File: config.mk
export PLATFORM = sky130hd
export DESIGN_NAME = div_ctrl
export DESIGN_NICKNAME = d
export VERILOG_FILES = /design/src/rtl/div_ctrl_pkg.sv /design/src/rtl/div_watchdog.sv /design/src/rtl/div_ctrl.sv
export SDC_FILE = /design/constraint.sdc
export NUM_CORES = 1
export LEC_CHECK = 0
export BUFFER_PORTS_ARGS = -buffer_cell sky130_fd_sc_hd__buf_2
export CAP_MARGIN = 5
export CELL_PAD_IN_SITES_DETAIL_PLACEMENT = 1
export CELL_PAD_IN_SITES_GLOBAL_PLACEMENT = 1
export CORE_ASPECT_RATIO = 0.8
export CORE_UTILIZATION = 33
export CTS_CLUSTER_DIAMETER = 200
export CTS_CLUSTER_SIZE = 10
export DETAILED_ROUTE_END_ITERATION = 10
export PLACE_DENSITY_LB_ADDON = 0.25
export SKIP_CTS_REPAIR_TIMING = 1
export SYNTH_ARGS = -nofsm -noshare
export SYNTH_HDL_FRONTEND = slang
export SYNTH_SLANG_ARGS = --single-unit
File: constraint.sdc
create_clock -name clk -period 1.85 [get_ports clk]
set_input_delay 0.0925 -clock clk [delete_from_list [all_inputs] [get_ports clk]]
set_output_delay 0.0925 -clock clk [all_outputs]
set_load 0.02 [all_outputs]
File: src/rtl/div_ctrl_pkg.sv
`default_nettype none
// ============================================================================
//  Module   : div_ctrl_pkg
//  Brief    : Shared widths, watchdog defaults and state encoding for the
//             EX-stage divider sequencer.
//  Revision : 1.0 - initial release
// ============================================================================
package div_ctrl_pkg;

  // Operand word and {remainder, quotient} double-word widths
  localparam int DC_DW    = 32;
  localparam int DC_DWORD = 2 * DC_DW;

  // Default busy-cycle budget before the operation is aborted
  localparam int DC_TIMEOUT = 48;

  // Width of the busy-cycle counter
  localparam int DC_WD_W = 6;

  // Cleared-result constants for the default operand width
  localparam logic [DC_DW-1:0]    DC_ZERO_WORD  = '0;
  localparam logic [DC_DWORD-1:0] DC_ZERO_DWORD = '0;

  // Sequencer states
  typedef enum logic [1:0] {
    DC_IDLE = 2'd0,
    DC_BUSY = 2'd1,
    DC_DONE = 2'd2
  } dc_state_e;

endpackage
`default_nettype wire

File: src/rtl/div_watchdog.sv
`default_nettype none
// ============================================================================
//  Module   : div_watchdog
//  Brief    : Busy-cycle counter for the divider sequencer. Cleared when an
//             operation launches, counts while the divider is busy and flags
//             the cycle in which the budget is used up.
//  Revision : 1.0 - initial release
// ============================================================================
module div_watchdog
  import div_ctrl_pkg::*;
#(
  parameter int TIMEOUT = DC_TIMEOUT,
  parameter int CW      = DC_WD_W
) (
  input  logic clk,
  input  logic rst,
  input  logic clear,
  input  logic enable,
  output logic expired
);

  localparam logic [CW-1:0] LIMIT = CW'(TIMEOUT - 1);

  logic [CW-1:0] cnt_q;
  logic [CW-1:0] cnt_d;

  // Next count: clear wins, then saturating increment while busy
  always_comb begin
    cnt_d = cnt_q;
    if (clear) begin
      cnt_d = '0;
    end else if (enable && (cnt_q != LIMIT)) begin
      cnt_d = cnt_q + 1'b1;
    end
  end

  // Counter register
  always_ff @(posedge clk) begin
    if (rst) begin
      cnt_q <= '0;
    end else begin
      cnt_q <= cnt_d;
    end
  end

  assign expired = enable && (cnt_q == LIMIT);

endmodule
`default_nettype wire

File: src/rtl/div_ctrl.sv
`default_nettype none
// ============================================================================
//  Module   : div_ctrl
//  Brief    : Sequences the shared iterative divider for DIV/DIVU in EX.
//             Latches operands at launch, holds the divider start level while
//             busy, stalls EX until the result returns and keeps the result
//             until EX advances so a stalled instruction never relaunches.
//             Flush or watchdog expiry abort the divider with a one-cycle
//             abandon pulse.
//  Revision : 1.0 - initial release
// ============================================================================
module div_ctrl
  import div_ctrl_pkg::*;
#(
  parameter int DW      = DC_DW,
  parameter int TIMEOUT = DC_TIMEOUT
) (
  input  logic            clk,
  input  logic            rst,
  input  logic            ex_div_req,
  input  logic            ex_signed,
  input  logic [DW-1:0]   ex_opr1,
  input  logic [DW-1:0]   ex_opr2,
  input  logic            ex_adv,
  input  logic            flush,
  output logic            div_start,
  output logic            div_abandon,
  output logic            div_signed,
  output logic [DW-1:0]   div_opr1,
  output logic [DW-1:0]   div_opr2,
  input  logic            div_ready,
  input  logic [2*DW-1:0] div_res,
  output logic            ex_stall,
  output logic            res_valid,
  output logic [DW-1:0]   res_hi,
  output logic [DW-1:0]   res_lo,
  output logic            timeout_err
);

  dc_state_e     state_q, state_d;
  logic          div_start_q, div_start_d;
  logic          div_abandon_q, div_abandon_d;
  logic          div_signed_q, div_signed_d;
  logic [DW-1:0] div_opr1_q, div_opr1_d;
  logic [DW-1:0] div_opr2_q, div_opr2_d;
  logic          res_valid_q, res_valid_d;
  logic [DW-1:0] res_hi_q, res_hi_d;
  logic [DW-1:0] res_lo_q, res_lo_d;
  logic          timeout_err_q, timeout_err_d;
  logic          launch;
  logic          wd_expired;

  div_watchdog #(
    .TIMEOUT (TIMEOUT),
    .CW      (DC_WD_W)
  ) u_watchdog (
    .clk     (clk),
    .rst     (rst),
    .clear   (launch),
    .enable  (state_q == DC_BUSY),
    .expired (wd_expired)
  );

  // Next-state and output decode; flush outranks every other input
  always_comb begin
    state_d       = state_q;
    div_start_d   = div_start_q;
    div_abandon_d = 1'b0;
    div_signed_d  = div_signed_q;
    div_opr1_d    = div_opr1_q;
    div_opr2_d    = div_opr2_q;
    res_valid_d   = res_valid_q;
    res_hi_d      = res_hi_q;
    res_lo_d      = res_lo_q;
    timeout_err_d = 1'b0;
    launch        = 1'b0;
    ex_stall      = 1'b0;

    case (state_q)
      DC_IDLE: begin
        if (flush) begin
          // A request being killed before launch still tells the divider
          div_abandon_d = ex_div_req;
          div_start_d   = 1'b0;
          res_valid_d   = 1'b0;
        end else if (ex_div_req) begin
          launch       = 1'b1;
          ex_stall     = 1'b1;
          div_signed_d = ex_signed;
          div_opr1_d   = ex_opr1;
          div_opr2_d   = ex_opr2;
          div_start_d  = 1'b1;
          state_d      = DC_BUSY;
        end
      end

      DC_BUSY: begin
        ex_stall = 1'b1;
        if (flush) begin
          div_abandon_d = 1'b1;
          div_start_d   = 1'b0;
          res_valid_d   = 1'b0;
          state_d       = DC_IDLE;
        end else if (div_ready) begin
          res_hi_d    = div_res[2*DW-1:DW];
          res_lo_d    = div_res[DW-1:0];
          res_valid_d = 1'b1;
          div_start_d = 1'b0;
          state_d     = DC_DONE;
        end else if (wd_expired) begin
          timeout_err_d = 1'b1;
          div_abandon_d = 1'b1;
          div_start_d   = 1'b0;
          state_d       = DC_IDLE;
        end
      end

      DC_DONE: begin
        // Result is parked here; a still-high request must not relaunch
        if (flush) begin
          div_abandon_d = 1'b1;
          res_valid_d   = 1'b0;
          res_hi_d      = '0;
          res_lo_d      = '0;
          state_d       = DC_IDLE;
        end else if (ex_adv) begin
          res_valid_d = 1'b0;
          res_hi_d    = '0;
          res_lo_d    = '0;
          state_d     = DC_IDLE;
        end
      end

      default: begin
        div_start_d = 1'b0;
        res_valid_d = 1'b0;
        state_d     = DC_IDLE;
      end
    endcase
  end

  // State and output registers
  always_ff @(posedge clk) begin
    if (rst) begin
      state_q       <= DC_IDLE;
      div_start_q   <= 1'b0;
      div_abandon_q <= 1'b0;
      div_signed_q  <= 1'b0;
      div_opr1_q    <= '0;
      div_opr2_q    <= '0;
      res_valid_q   <= 1'b0;
      res_hi_q      <= '0;
      res_lo_q      <= '0;
      timeout_err_q <= 1'b0;
    end else begin
      state_q       <= state_d;
      div_start_q   <= div_start_d;
      div_abandon_q <= div_abandon_d;
      div_signed_q  <= div_signed_d;
      div_opr1_q    <= div_opr1_d;
      div_opr2_q    <= div_opr2_d;
      res_valid_q   <= res_valid_d;
      res_hi_q      <= res_hi_d;
      res_lo_q      <= res_lo_d;
      timeout_err_q <= timeout_err_d;
    end
  end

  assign div_start   = div_start_q;
  assign div_abandon = div_abandon_q;
  assign div_signed  = div_signed_q;
  assign div_opr1    = div_opr1_q;
  assign div_opr2    = div_opr2_q;
  assign res_valid   = res_valid_q;
  assign res_hi      = res_hi_q;
  assign res_lo      = res_lo_q;
  assign timeout_err = timeout_err_q;

endmodule
`default_nettype wire

==> impl_metrics.toml, run 1 <==
[pwr]
irDropWorstVdd_mv = 0.502
clock_power_share_pct = 44.4
power_frac_comb_pct = 13.3
cellLeakagePower_nw = 3.97
p_int_w = 0.00566
p_switching_w = 0.00188
power_switching_share_pct = 24.9
pwr-share-seq_pct = 42.3
power.density_nw_per_um2 = 844

[cts]
clockBufferDepth = 2
clk_latency_ps = 410
clockRootBuffer = "clkbuf_16"
cts-htree-levels = 4
clock_sinks = 141
clkTransAtPathRegs_ps = 60
numCtsBuffers = 17
cts_tree = "built"

[floorplan]
core-area_um2 = 16600
die_w_um = 148
dieArea_um2 = 17500
rows = 42
die_h_um = 119
io_pins = 269
start_util_pct = 33.8

[yosys]
synth-edff-count = 0
yosysTopAreaCell = "dfxtp_1"
ys_seq_area_share_pct = 50.3
yosysTopAreaCellShare_pct = 50.3
async_flop_share_pct = 0
synth_area_leaders = "dfxtp_1 50%, nand2_1 13%, mux2i_1 12%, a21oi_1 6.2%, nand3_1 6.1%"
ys.flop_type = "dfxtp_1"
syn_inst = 638
syn_area_um2 = 5610
ys_ff_latch = 141
synth_nets = 774
synth_warnings = 0
synthDistinctLibCells = 37
synth_area_per_cell_um2 = 8.79

[critical_path]
cp_max_fo = 15
cp_data_required_time_ps = 1760
cp.arrival_ps = 1680
path_cells = "or4b_4 -> nand2_1 -> buf_2"
endpoint_kind = "primary output"
start_kind = "flip-flop"
slowest_stage = "or4b_4"
worstSetupPathType = "reg2out"
slowest_delay_ps = 670

[grt]
grtUsageMet2_pct = 30.5
grt_antenna_before_repair = 2
grt_max_degree = 73
grt_pass1_vias = 5170
grt_pass1_wl_um = 26400
track_usage_pct = 18.8
grt_most_used_layer = "met2"
grt_overflow_total = 0
groute.layer.met3.usage_pct = 5.10
met1_usage_pct = 24.4

[timing]
final_max_slew_viol_count = 0
fmax_ghz = 0.564
finalSetupViolCount = 0
max-slew-margin-rel_pct = 65.5
min_period_over_period_pct = 95.8
period_minus_slack_ps = 1770
holdWs_ps = 45.2
rsz0062_at_grt = "false"
finalHoldViolations = 0
clock_skew_ps = 6.89
setup_slack_ps = 77.7
worstMarginPinSlew_ps = 517

[final_layout]
final_cell_area_um2 = 8930
drive_above_1_share_pct = 31.4
finalNetCount = 1152
synthToLayoutAreaGrowth_pct = 59.1
final_core_util_pct = 53.8
fillers = 2026

[placed_design]
placed_area_um2 = 7050
dp_slack_ps = 320
port-buffer-count = 268
gp_congestion = 0.750
dp_hpwl_um = 11300

[status]
status = "finished, final reports clean"

[route]
drtIter0Drc = 309
num_vias = 5880
route.detailed.drc = 0
wl_per_cell_um = 16.0
drtAntennaViolNets = 0
drt_pre_antenna_iters = 4
routed_wl_um = 20000
routed_via_density = 4.71

[worst_hold_path]
hold_path.class = "in2reg"

[job]
maxCapViolations = 0
-- worst paths after layout --
check                           start  cells past startpoint  slack (ps)                        end
min reg2reg  div_opr1[9]$_SDFFE_PP0P_                      2         450   div_opr1[9]$_SDFFE_PP0P_
min                         div_ready                      3          50    state_q[1]$_SDFFE_PP0P_
max           state_q[1]$_SDFFE_PP0P_                      3          80                   ex_stall
max reg2reg   state_q[1]$_SDFFE_PP0P_                      5         110  div_opr2[23]$_SDFFE_PP0P_
-- metrics by stage --
step / setup TNS [ps] / cells / power (W)
CTS: -125 / 1117 / 0.00737
detailed placement: 0 / 1087 / 0.00402
finish: 0 / 1249 / 0.00754
global placement: 0 / 1087 / 0.00401
floorplan: 0 / 638 / 0.00371
global route: 0 / 1249 / 0.00784
-- Yosys cell counts (2+ instances only) --
master    count
nand2_1     197
dfxtp_1     141
a21oi_1      70
nand3_1      68
mux2i_1      66
clkbuf_1     24
buf_6        18
buf_4         7
buf_2         5
nor3_1        5
a211oi_1      3
nand2b_1      3
inv_1         2
nor2_1        2
nor2b_1       2
o21ai_0       2
o31ai_1       2
or4_1         2
-- power by group through the flow --
stage          Sequential, W  Clock, W  Combinational [W]
3_3_place_gp         0.00325         0           0.000762
2_1_floorplan        0.00337         0           0.000338
3_5_place_dp         0.00325         0           0.000769
6_report             0.00319   0.00335            0.00101
4_1_cts              0.00318   0.00341           0.000772
5_1_grt              0.00320   0.00356            0.00108
-- worst max-delay path, delay by kind of cell (launching register included) --
family / cells / cell delay, ps
buffers and inverters: 1 / 160
flip-flops: 1 / 350
AND/OR/NAND/NOR: 2 / 760
-- routing by layer --
| layer | vias up | share of wire (%) |
|---|---|---|
| li1 | 2894 | - |
| met1 | 2791 | 43 |
| met2 | 164 | 51 |
| met3 | 31 | 4.4 |
| met4 | 0 | 1.9 |
| met5 | - | 0 |
-- cells by family (layout without fill, tap and decap cells) --
kind of cell | Yosys count | count (layout) | share of synthesized area, %
mux | 66 | 66 | 11.8
fa+ha+maj | 1 | 1 | 0.223
other cells | 0 | 2 | 0
flops | 141 | 141 | 50.3
compound gates | 85 | 85 | 8.54
simple gates | 287 | 287 | 22.1
buf+inv | 58 | 447 | 7.05
-- final cells by class --
class | count | area [um^2] | share of cell area (%)
repair buffers | 414 | 2840 | 31.8
flip-flops and latches | 141 | 2820 | 31.6
multi-input cells | 439 | 2410 | 26.9
clock buffers | 19 | 453 | 5.07
well taps | 220 | 275 | 3.08
clock inverters | 11 | 119 | 1.33
inverters | 3 | 12.5 | 0.140
diodes | 2 | 5.00 | 0.0561
-- state kept, by name, indices dropped and copies added, names as in the netlist --
signal / cells
u_watchdog.cnt_q: 6
res_valid: 1
div_opr1: 32
timeout_err: 1
res_hi: 32
div_opr2: 32
res_lo: 32
div_abandon: 1
div_start: 1
state_q: 2
div_signed: 1
-- layout by cell type, fill, tap and decap left out, drive strengths merged, types with 2 or more instances in the layout --
cell type,n
a21oi,70
nand2,198
o31ai,2
nor3,5
o21ai,2
nor2b,2
clkinv,8
diode,2
bufinv,2
a211oi,3
buf,285
inv,3
nand2b,3
dfxtp,141
nor2,2
clkbuf,19
mux2i,66
nand3,68
or4,2
dlygate4sd3,129
No activity file was read; power rests on OpenSTA's default activity.
==> run 2: changes to the inputs <==
--- a/config.mk
+++ b/config.mk
@@ -10,7 +10,7 @@
 export CELL_PAD_IN_SITES_DETAIL_PLACEMENT = 1
 export CELL_PAD_IN_SITES_GLOBAL_PLACEMENT = 1
 export CORE_ASPECT_RATIO = 0.8
-export CORE_UTILIZATION = 33
+export CORE_UTILIZATION = 32
 export CTS_CLUSTER_DIAMETER = 200
 export CTS_CLUSTER_SIZE = 10
 export DETAILED_ROUTE_END_ITERATION = 10
@@ -18,4 +18,5 @@
 export SKIP_CTS_REPAIR_TIMING = 1
 export SYNTH_ARGS = -nofsm -noshare
 export SYNTH_HDL_FRONTEND = slang
+export SYNTH_HIERARCHICAL = 1
 export SYNTH_SLANG_ARGS = --single-unit
==> constraint.sdc (replaced) <==
create_clock -name clk -period 2 [get_ports clk]
set_input_delay 0.1 -clock clk [delete_from_list [all_inputs] [get_ports clk]]
set_output_delay 0.1 -clock clk [all_outputs]
set_load 0.02 [all_outputs]
==> impl_metrics.toml, run 2 <==
[status]
status = "finished, final reports clean"

[worst_hold_path]
hold_path.class = "in2reg"
hold_path_depth = 2

[timing]
max-slew-margin-rel_pct = 53.2
fmax_ghz = 0.515
clock_skew_ps = 6.57
finalSetupViolCount = 0
setup-tns-final_ps = 0
final_max_slew_viol_count = 0
min_period_over_period_pct = 97.2
period_minus_slack_ps = 1940
finalHoldViolations = 0
worstMarginPinSlew_ps = 702

[critical_path]
cpMostUsedCell = "buf_4"
worstSetupPathType = "reg2reg"
endpoint_kind = "flip-flop"
slowest_delay_ps = 360
cp.arrival_ps = 2240
start_kind = "flip-flop"
crit_cells = 5
slowest_stage = "o221a_2"
path_cells = "buf_4 -> nand3b_1 -> o221a_2 -> buf_4 -> a22o_1"
crit_family = "compound AO/OA/AOI/OAI gates"
cp_max_fo = 64
critPathBufInv = 2
r2r_cells = 5
cp_data_required_time_ps = 2300

[floorplan]
rows = 40
die_h_um = 115
dieArea_um2 = 16300
io_pins = 269
start_util_pct = 33.2
die_w_um = 143
core-area_um2 = 15300

[yosys]
synth.area.mux_share_pct = 0.592
synth-edff-count = 0
ys_seq_area_share_pct = 55.7
yosys.cell_count.top_type = "dfxtp_1"
synthDistinctLibCells = 38
synth_fa_ha_area_share_pct = 0.247
synth_area_per_cell_um2 = 10.2
yosysTopAreaCell = "dfxtp_1"
synth_nets = 634
synth-simple-area-share_pct = 14.8
syn_inst = 498
synth_warnings = 6
synth_common_cells = "141 x dfxtp_1, 98 x nand2_1, 64 x a22o_1"
yosysTopAreaCellShare_pct = 55.7
synth-compound-area-share_pct = 23.0
ys.flop_type = "dfxtp_1"
synth_xor_area_share_pct = 0
synth_top_family_by_area = "compound AO/OA/AOI/OAI gates"
synth_area_leaders = "dfxtp_1 56%, a22o_1 11%, nand2_1 7.3%, a21oi_2 6.9%, nand2_2 4.9%"
async_flop_share_pct = 0
syn_area_um2 = 5070
ys_ff_latch = 141

[route]
routed_via_density = 4.74
route.detailed.drc = 0
wl_per_cell_um = 17.1
drtIter0Drc = 258
drtAntennaViolNets = 0
routed_wl_um = 19000
num_vias = 5274
drt_pre_antenna_iters = 4

[cts]
clkTransAtPathRegs_ps = 60
clk_latency_ps = 410
numCtsBuffers = 17
clockRootBuffer = "clkbuf_16"
clockBufferDepth = 2
cts_tree = "built"
cts-htree-levels = 4
clock_sinks = 141

[final_layout]
fillers = 1758
register_area_um2 = 2820
final_core_util_pct = 55.9
finalNetCount = 1025
layout_commonest_cell = "buf_2"
final_cell_mix = "267 x buf_2, 141 x dfxtp_1, 132 x dlygate4sd3_1"
drive_above_1_share_pct = 43.8
final_cells = 1113
synthToLayoutAreaGrowth_pct = 68.4
multi_input_comb_area_um2 = 1970

[placed_design]
placed_cells = 947
dp_hpwl_um = 10700
port-buffer-count = 268
gp_congestion = 0.734

[pwr]
cellLeakagePower_nw = 3.91
irDropWorstVdd_mv = 0.538
power.density_nw_per_um2 = 848

[grt]
grt_max_degree = 67
grt_pass1_vias = 4620
met1_usage_pct = 20.3
grt_pass1_wl_um = 23100
grt_overflow_total = 0
groute.layer.met3.usage_pct = 5.98
grt_antenna_before_repair = 2
track_usage_pct = 18.3
grt_most_used_layer = "met2"
grtUsageMet2_pct = 32.7

[job]
maxCapViolations = 0
-- run 2: cell count changes after synthesis, moves of 5 or more --
cell | previous run | this run
buf_12 | 0 | 5
a22o_1 | 0 | 64
a21oi_2 | 0 | 40
buf_6 | 18 | 1
a21oi_1 | 70 | 32
nand2_1 | 197 | 98
buf_2 | 5 | 20
buf_4 | 7 | 0
mux2i_1 | 66 | 3
nand3_1 | 68 | 1
nand2_2 | 1 | 40
clkbuf_1 | 24 | 11
-- run 2: kinds of logic (layout without fill, tap and decap cells) --
| family | count (synthesis) | in the layout |
|---|---|---|
| AO/OA/AOI/OAI | 148 | 148 |
| adder cells (fa/ha/maj) | 1 | 1 |
| buffers and inverters | 45 | 448 |
| flip-flops | 141 | 141 |
| multiplexers | 3 | 3 |
| other | 0 | 2 |
| AND/OR/NAND/NOR | 160 | 160 |
-- run 2: layer usage --
| layer | vias to the layer above | routed length (um) |
|---|---|---|
| li1 | 2496 | - |
| met1 | 2565 | 7270 |
| met2 | 174 | 10400 |
| met3 | 39 | 852 |
| met4 | 0 | 490 |
| met5 | - | 0 |
-- run 2: stage by stage --
step	hold slack [ps]	power [W]	cell area, um^2	setup slack [ps]
after floorplan	169	0.00336	5070	342
after global placement	309	0.00361	6540	279
after detailed placement	314	0.00363	6540	162
after CTS	-124	0.00707	7180	-126
after global routing	33.1	0.00751	8540	-32.3
final	21.8	0.00724	8540	57.0
-- run 2: area by class of cell --
cell class	instances	share of cell area, %
inverter	7	0.322
multi-input combinational	312	23.1
clock inverter	10	1.88
antenna	2	0.0586
clock buffer	21	5.63
timing repair buffer	410	32.9
sequential	141	33.1
tap	210	3.08
-- run 2: path summary, 6_finish.rpt --
check / end / slack, ps / start
hold reg to reg: div_opr2[29]$_SDFFE_PP0P_ / 450 / div_opr2[29]$_SDFFE_PP0P_
hold / removal: div_start$_SDFFE_PP0P_ / 20 / flush
setup reg to reg: res_lo[11]$_SDFFE_PP0P_ / 60 / state_q[0]$_SDFFE_PP0P_
setup / recovery: res_lo[11]$_SDFFE_PP0P_ / 60 / state_q[0]$_SDFFE_PP0P_
-- run 2: report_power, final --
group / switching, W / leakage [nW] / internal, W
clock: 0.00121 / 0.315 / 0.00222
combinational: 0.000447 / 2.45 / 0.000422
sequential: 0.0000444 / 1.14 / 0.00289
total: 0.00171 / 3.91 / 0.00553
-- run 2: worst reg2reg max path, delay by kind of cell, from the launching register on --
kind                   cells  cell delay (ps)
AND/OR/NAND/NOR            1              250
buffers and inverters      2              490
AO/OA/AOI/OAI              2              750
flip-flops                 1              350
